--- src/rtl/keypad_responder_if.sv ---
// Request handshake between a test sequencer and the keypad model.
//   req  : one-cycle request to press `key`
//   key  : key code, row*4+col in [3:0]; bit4 set means invalid
//   busy : high while a press/release sequence is in progress
//   done : one-cycle pulse when the release phase completes
//   err  : one-cycle pulse on invalid code or scan timeout
interface keypad_responder_if;
  logic       req;
  logic [4:0] key;
  logic       busy;
  logic       done;
  logic       err;

  modport master (output req, key, input busy, done, err);
  modport slave  (input req, key, output busy, done, err);
endinterface

--- src/rtl/keypad_responder.sv ---
// Behavioural keypad: watches the scanner's active-low row drive and answers
// on the active-low column lines as if one key were pressed, bounced, held for
// a number of row scans and then released.
//   clk, rst : clock, synchronous active-high reset
//   fila     : row drive from scanner (active-low, one row low at a time)
//   columna  : column sense back to scanner (active-low, idle 4'hF)
//   contacto : emulated contact state, 1 = closed (debug)
//   bus      : req/key in, busy/done/err out
module keypad_responder #(
  parameter int unsigned BOUNCE_CYCLES = 2000,
  parameter int unsigned BOUNCE_PERIOD = 250,
  parameter int unsigned HOLD_SCANS    = 4,
  parameter int unsigned RELEASE_SCANS = 4,
  parameter int unsigned TIMEOUT       = 1000000
) (
  input  logic                clk,
  input  logic                rst,
  input  logic [3:0]          fila,
  output logic [3:0]          columna,
  output logic                contacto,
  keypad_responder_if.slave   bus
);

  localparam int unsigned SCAN_MAX = (HOLD_SCANS > RELEASE_SCANS) ? HOLD_SCANS : RELEASE_SCANS;
  localparam int BW = $clog2(BOUNCE_CYCLES) + 1;
  localparam int PW = $clog2(BOUNCE_PERIOD) + 1;
  localparam int VW = $clog2(SCAN_MAX) + 1;
  localparam int WW = $clog2(TIMEOUT) + 1;

  typedef enum logic [2:0] {
    S_IDLE, S_BOUNCE, S_HOLD, S_RELEASE, S_DONE, S_ERR
  } state_t;

  state_t        state, nxt;
  logic [1:0]    tgt_row, tgt_col;
  logic          row_hit, hit_q, visit;
  logic          bph;       // bounce phase, 1 = contact closed
  logic          inv_q;     // invalid-code error pulse
  logic          contact;
  logic          done_c;
  logic          wd_exp;
  logic [BW-1:0] bcnt;
  logic [PW-1:0] pcnt;
  logic [VW-1:0] vcnt;
  logic [WW-1:0] wd;

  assign row_hit = (fila == ~(4'b0001 << tgt_row));
  assign visit   = row_hit & ~hit_q;
  // Fires on the clock that would bring the watchdog to TIMEOUT.
  assign wd_exp  = (TIMEOUT != 0) && (32'(wd) + 32'd1 >= TIMEOUT);

  // Zero-latency switch path from row drive to column sense.
  assign columna  = (contact && row_hit) ? ~(4'b0001 << tgt_col) : 4'hF;
  assign contacto = contact;

  assign bus.busy = (state != S_IDLE);
  assign bus.done = done_c;
  assign bus.err  = (state == S_ERR) | inv_q;

  always_ff @(posedge clk) begin
    if (rst) state <= S_IDLE;
    else     state <= nxt;
  end

  always_comb begin
    nxt     = state;
    contact = 1'b0;
    done_c  = 1'b0;
    case (state)
      S_IDLE: begin
        if (bus.req && !bus.key[4])
          nxt = (BOUNCE_CYCLES == 0) ? S_HOLD : S_BOUNCE;
      end
      S_BOUNCE: begin
        contact = bph;
        if (32'(bcnt) + 32'd1 >= BOUNCE_CYCLES) nxt = S_HOLD;
      end
      S_HOLD: begin
        contact = 1'b1;
        // A visit in the same cycle as watchdog expiry takes priority.
        if (visit) begin
          if (32'(vcnt) + 32'd1 >= HOLD_SCANS) nxt = S_RELEASE;
        end else if (wd_exp) begin
          nxt = S_ERR;
        end
      end
      S_RELEASE: begin
        if (visit) begin
          if (32'(vcnt) + 32'd1 >= RELEASE_SCANS) nxt = S_DONE;
        end else if (wd_exp) begin
          nxt = S_ERR;
        end
      end
      S_DONE: begin
        done_c = 1'b1;
        nxt    = S_IDLE;
      end
      S_ERR:   nxt = S_IDLE;
      default: nxt = S_IDLE;
    endcase
  end

  always_ff @(posedge clk) begin
    if (rst) begin
      tgt_row <= '0;
      tgt_col <= '0;
      hit_q   <= 1'b0;
      bph     <= 1'b0;
      inv_q   <= 1'b0;
      bcnt    <= '0;
      pcnt    <= '0;
      vcnt    <= '0;
      wd      <= '0;
    end else begin
      hit_q <= row_hit;
      inv_q <= (state == S_IDLE) && bus.req && bus.key[4];
      if (state == S_IDLE && bus.req && !bus.key[4]) begin
        tgt_row <= bus.key[3:2];
        tgt_col <= bus.key[1:0];
        bph     <= 1'b1;
      end
      if (nxt != state) begin
        // Every state entry starts its counters from zero.
        bcnt <= '0;
        pcnt <= '0;
        vcnt <= '0;
        wd   <= '0;
      end else begin
        if (state == S_BOUNCE) begin
          if (~&bcnt) bcnt <= bcnt + 1'b1;
          if (32'(pcnt) + 32'd1 >= BOUNCE_PERIOD) begin
            pcnt <= '0;
            bph  <= ~bph;
          end else if (~&pcnt) begin
            pcnt <= pcnt + 1'b1;
          end
        end
        if (state == S_HOLD || state == S_RELEASE) begin
          if (visit) begin
            if (~&vcnt) vcnt <= vcnt + 1'b1;
            wd <= '0;
          end else if (~&wd) begin
            wd <= wd + 1'b1;
          end
        end
      end
    end
  end

endmodule

--- src/flat_wrapper.sv ---
// flat-port wrapper written by rule: the top's interface ports become plain ports
module keypad_responder_flat 
#(
  parameter int unsigned BOUNCE_CYCLES = 2000,
  parameter int unsigned BOUNCE_PERIOD = 250,
  parameter int unsigned HOLD_SCANS    = 4,
  parameter int unsigned RELEASE_SCANS = 4,
  parameter int unsigned TIMEOUT       = 1000000
)
  (clk, rst, fila, columna, contacto, bus_req, bus_key, bus_busy, bus_done, bus_err);
  keypad_responder_if bus_i ();
  input  logic clk;
  input  logic rst;
  input  logic [3:0] fila;
  output logic [3:0] columna;
  output logic contacto;
  input wire logic [$bits(bus_i.req)-1:0] bus_req;
  input wire logic [$bits(bus_i.key)-1:0] bus_key;
  output wire logic [$bits(bus_i.busy)-1:0] bus_busy;
  output wire logic [$bits(bus_i.done)-1:0] bus_done;
  output wire logic [$bits(bus_i.err)-1:0] bus_err;
  assign bus_i.req = bus_req;
  assign bus_i.key = bus_key;
  assign bus_busy = bus_i.busy;
  assign bus_done = bus_i.done;
  assign bus_err = bus_i.err;
  keypad_responder #(.BOUNCE_CYCLES(BOUNCE_CYCLES), .BOUNCE_PERIOD(BOUNCE_PERIOD), .HOLD_SCANS(HOLD_SCANS), .RELEASE_SCANS(RELEASE_SCANS), .TIMEOUT(TIMEOUT)) u_core (.clk(clk), .rst(rst), .fila(fila), .columna(columna), .contacto(contacto), .bus(bus_i));
endmodule
--- config.mk ---
export PLATFORM = sky130hd
export DESIGN_NAME = keypad_responder_flat
export DESIGN_NICKNAME = d
export VERILOG_FILES = /design/src/rtl/keypad_responder_if.sv /design/src/rtl/keypad_responder.sv /design/src/flat_wrapper.sv
export SDC_FILE = /design/constraint.sdc
export NUM_CORES = 1
export LEC_CHECK = 0
export ABC_AREA = 0
export CAP_MARGIN = 10
export CORE_ASPECT_RATIO = 0.7
export CORE_MARGIN = 1.5
export CORE_UTILIZATION = 42
export CTS_CLUSTER_DIAMETER = 200
export DETAILED_ROUTE_END_ITERATION = 12
export SKIP_CTS_REPAIR_TIMING = 1
export SLEW_MARGIN = 30
export SYNTH_ARGS = -nofsm -noshare
export SYNTH_HDL_FRONTEND = slang
export SYNTH_SLANG_ARGS = --single-unit
export TNS_END_PERCENT = 1
--- constraint.sdc ---
create_clock -name clk -period 2.8 [get_ports clk]
set_input_delay 0.84 -clock clk [delete_from_list [all_inputs] [get_ports clk]]
set_output_delay 0.84 -clock clk [all_outputs]
set_load 0.01 [all_outputs]
==> results.md <==
* Run status: finished with violations
* Failing checks: setup timing
* H-tree Lvls at 2
* Slew Limit Fails at 0
* Clock Pin Slew Worst Setup and Hold Paths at 0.10 ns
* DR iter-0 viols at roughly 120
* Filler instances at 700
* Post-synth net total at 434
* Total grt overflow at 0
* FF+latch count, synth at 55
* Post-route DRC at 0
* Yosys warns at 0
* Slew headroom at 0.672
* Post-synth cell types at 65
* Cells on worst reg2reg path at 11
* Startpoint types: primary input
* Maximum vdd drop at 0.000174 V
* Vias in the first global route at roughly 2.8k
* Hold crit path type: reg2reg
* Post-route cell area at 0.00403 mm2
* R2R Setup Slk at 0.15 ns
* Clk buf depth at 2
* Layout Area Growth over Synthesis at 21.6%
* Setup-failing EPs final at 4
* # IOs at 20
* CTS tree: built
* Critical R2R Launch: u_core.wd[0]
* Row cnt at 26
* Clock Latency Late Sink at 0.31 ns
* Worst-Margin Slew at 0.491 ns
* Root Driver: clkbuf_8
* F_max at 0.336 GHz
* Initial core utilization at 0.444
* Min Tclk post-route at 2.98 ns
* Final WL at 7830 um
* Drt pass-1 iters at 4
* GPL Wtd Cong at roughly 0.85
* Crit path max fanout at 2
* Antenna violations before repair at 0
* I/O Buffers at 19
* Crit Path Category: in2out
* Gr usage total at 0.192
* Yosys top cell by area: dfxtp_1
* Hold Slack at 0.481 ns
* Synthesized area per cell at about 8.0 um2
* Cell Area, Synth at between 0.003 and 0.004 mm2
* Synth Flop Type: dfxtp_1
* RSZ-0062 raised after global routing: true
* Top-count cell post-synth: dfxtp_1
* DP Wirelength at 5620 um
* Arrival time worst endpoint at between 2 and 2.5 ns
* Pin count of the biggest net entering global routing at 36
* Total core area at 0.00745 mm2
* Asr flop ratio synth at 0
* Critical Path End: columna[2]
* Mapped Cells at 414
* Req. time, crit path at just under 2 ns
* First-pass GRT wire length at 13,000 um
* Via count at ~3k
* Register area share after synthesis at 0.333
* Routed Antenna Nets at 0
* WL/cell at 13.9 um
* Layout cells sized above 1 at 0.224
* Most frequent cells after synthesis: 55 x dfxtp_1, 49 x nor2_1, 34 x a21oi_1
* Die area at 0.00843 mm2
* PwrDens at 333 mW/mm2
* Die W at 109 um
* N_diodes at 0
* Leakage Power at 1.48 nW
* Largest cells by area after synthesis: dfxtp_1 33%, nor2_1 5.6%, a21oi_1 5.1%
* Cts bufs inserted at 5
* Clock skew at 0.0102 ns
* Crit Reg-Reg Endpoint: u_core.pcnt[8]
* Max Cap Viol at 0
* Yosys top cell area share at 0.333
* Crit end category: output pin
* Nets at 484
* Tcrit/Tclk final at 1.06
* Critical path origin: fila[0]
* Final setup margin at -0.179 ns
* Via/cell ratio at 5.48
* Area after DPL at 0.00385 mm2
* EDFF count, synth at 0
* Sink Count at 55
* Die height at 77.3 um
* Final hold viol count at 0
[registers in the layout, indices dropped and copies added, names as in the netlist]
name / cells
u_core.inv_q: 1
u_core.hit_q: 1
u_core.state: 3
u_core.tgt_row: 2
u_core.pcnt: 9
u_core.vcnt: 3
u_core.bcnt: 12
u_core.tgt_col: 2
u_core.wd: 21
u_core.bph: 1
[power by group]
part	switching (mW)	total, mW	internal, mW
clock network	0.260	0.437	0.177
registers	0.00610	0.794	0.788
logic	0.0554	0.110	0.0550
total	0.321	1.34	1.02
[layout make-up]
type	count	area, um2	area share
multi-input combinational	327	2150	0.533
sequential	55	1110	0.275
timing repair buffer	64	528	0.131
tap	98	123	0.0305
clock buffer	7	76.3	0.0190
inverter	11	41.3	0.0103
clock inverter	1	5.00	0.00124
[layout by cell type, fill, tap and decap left out, types with 4 or more instances in the layout]
cell | Yosys | layout
dfxtp_1 | 55 | 51
nor2_1 | 49 | 48
buf_4 | 0 | 44
a21oi_1 | 34 | 33
nand2_1 | 27 | 25
nand3_1 | 26 | 25
o21ai_0 | 15 | 15
xor2_1 | 12 | 12
inv_1 | 11 | 11
nor3_1 | 11 | 11
xnor2_1 | 12 | 11
nor2_2 | 11 | 11
clkdlybuf4s50_1 | 0 | 11
or3_1 | 10 | 10
nor2b_1 | 10 | 9
ha_1 | 8 | 8
and3_1 | 7 | 7
mux2i_1 | 7 | 7
nand2b_1 | 6 | 6
nand3b_1 | 6 | 6
nand4_1 | 6 | 6
clkbuf_8 | 0 | 5
or2_2 | 4 | 4
o22ai_1 | 5 | 4
a22oi_1 | 4 | 4
clkbuf_2 | 0 | 4
dfxtp_2 | 0 | 4
[how the worst min path moves through the flow]
| stage | startpoint | to | slack, ns | cells after the start |
|---|---|---|---|---|
| 3_3_place_gp | u_core.bph | u_core.bph | 0.46 | 1 |
| 3_5_place_dp | u_core.bph | u_core.bph | 0.46 | 1 |
| 5_1_grt | u_core.bph | u_core.bph | 0.50 | 1 |
| 6_report | u_core.bph | u_core.bph | 0.48 | 1 |
| 2_1_floorplan | u_core.pcnt[8] | u_core.pcnt[8] | 0.44 | 2 |
| 4_1_cts | u_core.bph | u_core.bph | 0.48 | 1 |
[layer usage]
metal  vias to the layer above  global-route usage  routed length [um]
li1                       1581                   -                   -
met4                         0              0.0382                  87
met5                         -                   0                   0
met1                      1434               0.291                4150
met2                        62               0.270                3180
met3                         9              0.0493                 417
[worst max-delay path, stage by stage]
cell	delay (ns)
buf_6	0.09
or3b_1	0.38
a21oi_2	0.16
a41oi_2	0.05
nor2b_1	0.16
nor2b_2	0.18
buf_4	0.12
nand2_2	0.05
buf_6	0.12
[logic make-up (layout without fill, tap and decap cells)]
| family | count (synthesis) | after routing | share of synthesized area |
|---|---|---|---|
| and+or+nand+nor | 198 | 198 | 0.328 |
| AOI/OAI and AO/OA | 88 | 88 | 0.173 |
| DFF | 55 | 55 | 0.333 |
| buffers and inverters | 32 | 83 | 0.0454 |
| xor gates and xnor gates | 24 | 24 | 0.0635 |
| muxes | 9 | 9 | 0.0280 |
| adders and majority gates | 8 | 8 | 0.0302 |
[through the flow]
step                       util  TNS, ns  setup slack [ns]  instances  total power, mW
after detailed placement  0.517   -23.39            -0.806        553            0.919
after CTS                 0.528    -7.48            -0.811        561             1.36
after global placement    0.517   -22.65            -0.776        553            0.918
final                     0.540   -0.349            -0.179        563             1.34
after global routing      0.540   -0.577            -0.232        563             1.41
after floorplan               -        0            0.0784        414            0.871
(Power assumes the default switching activity.)
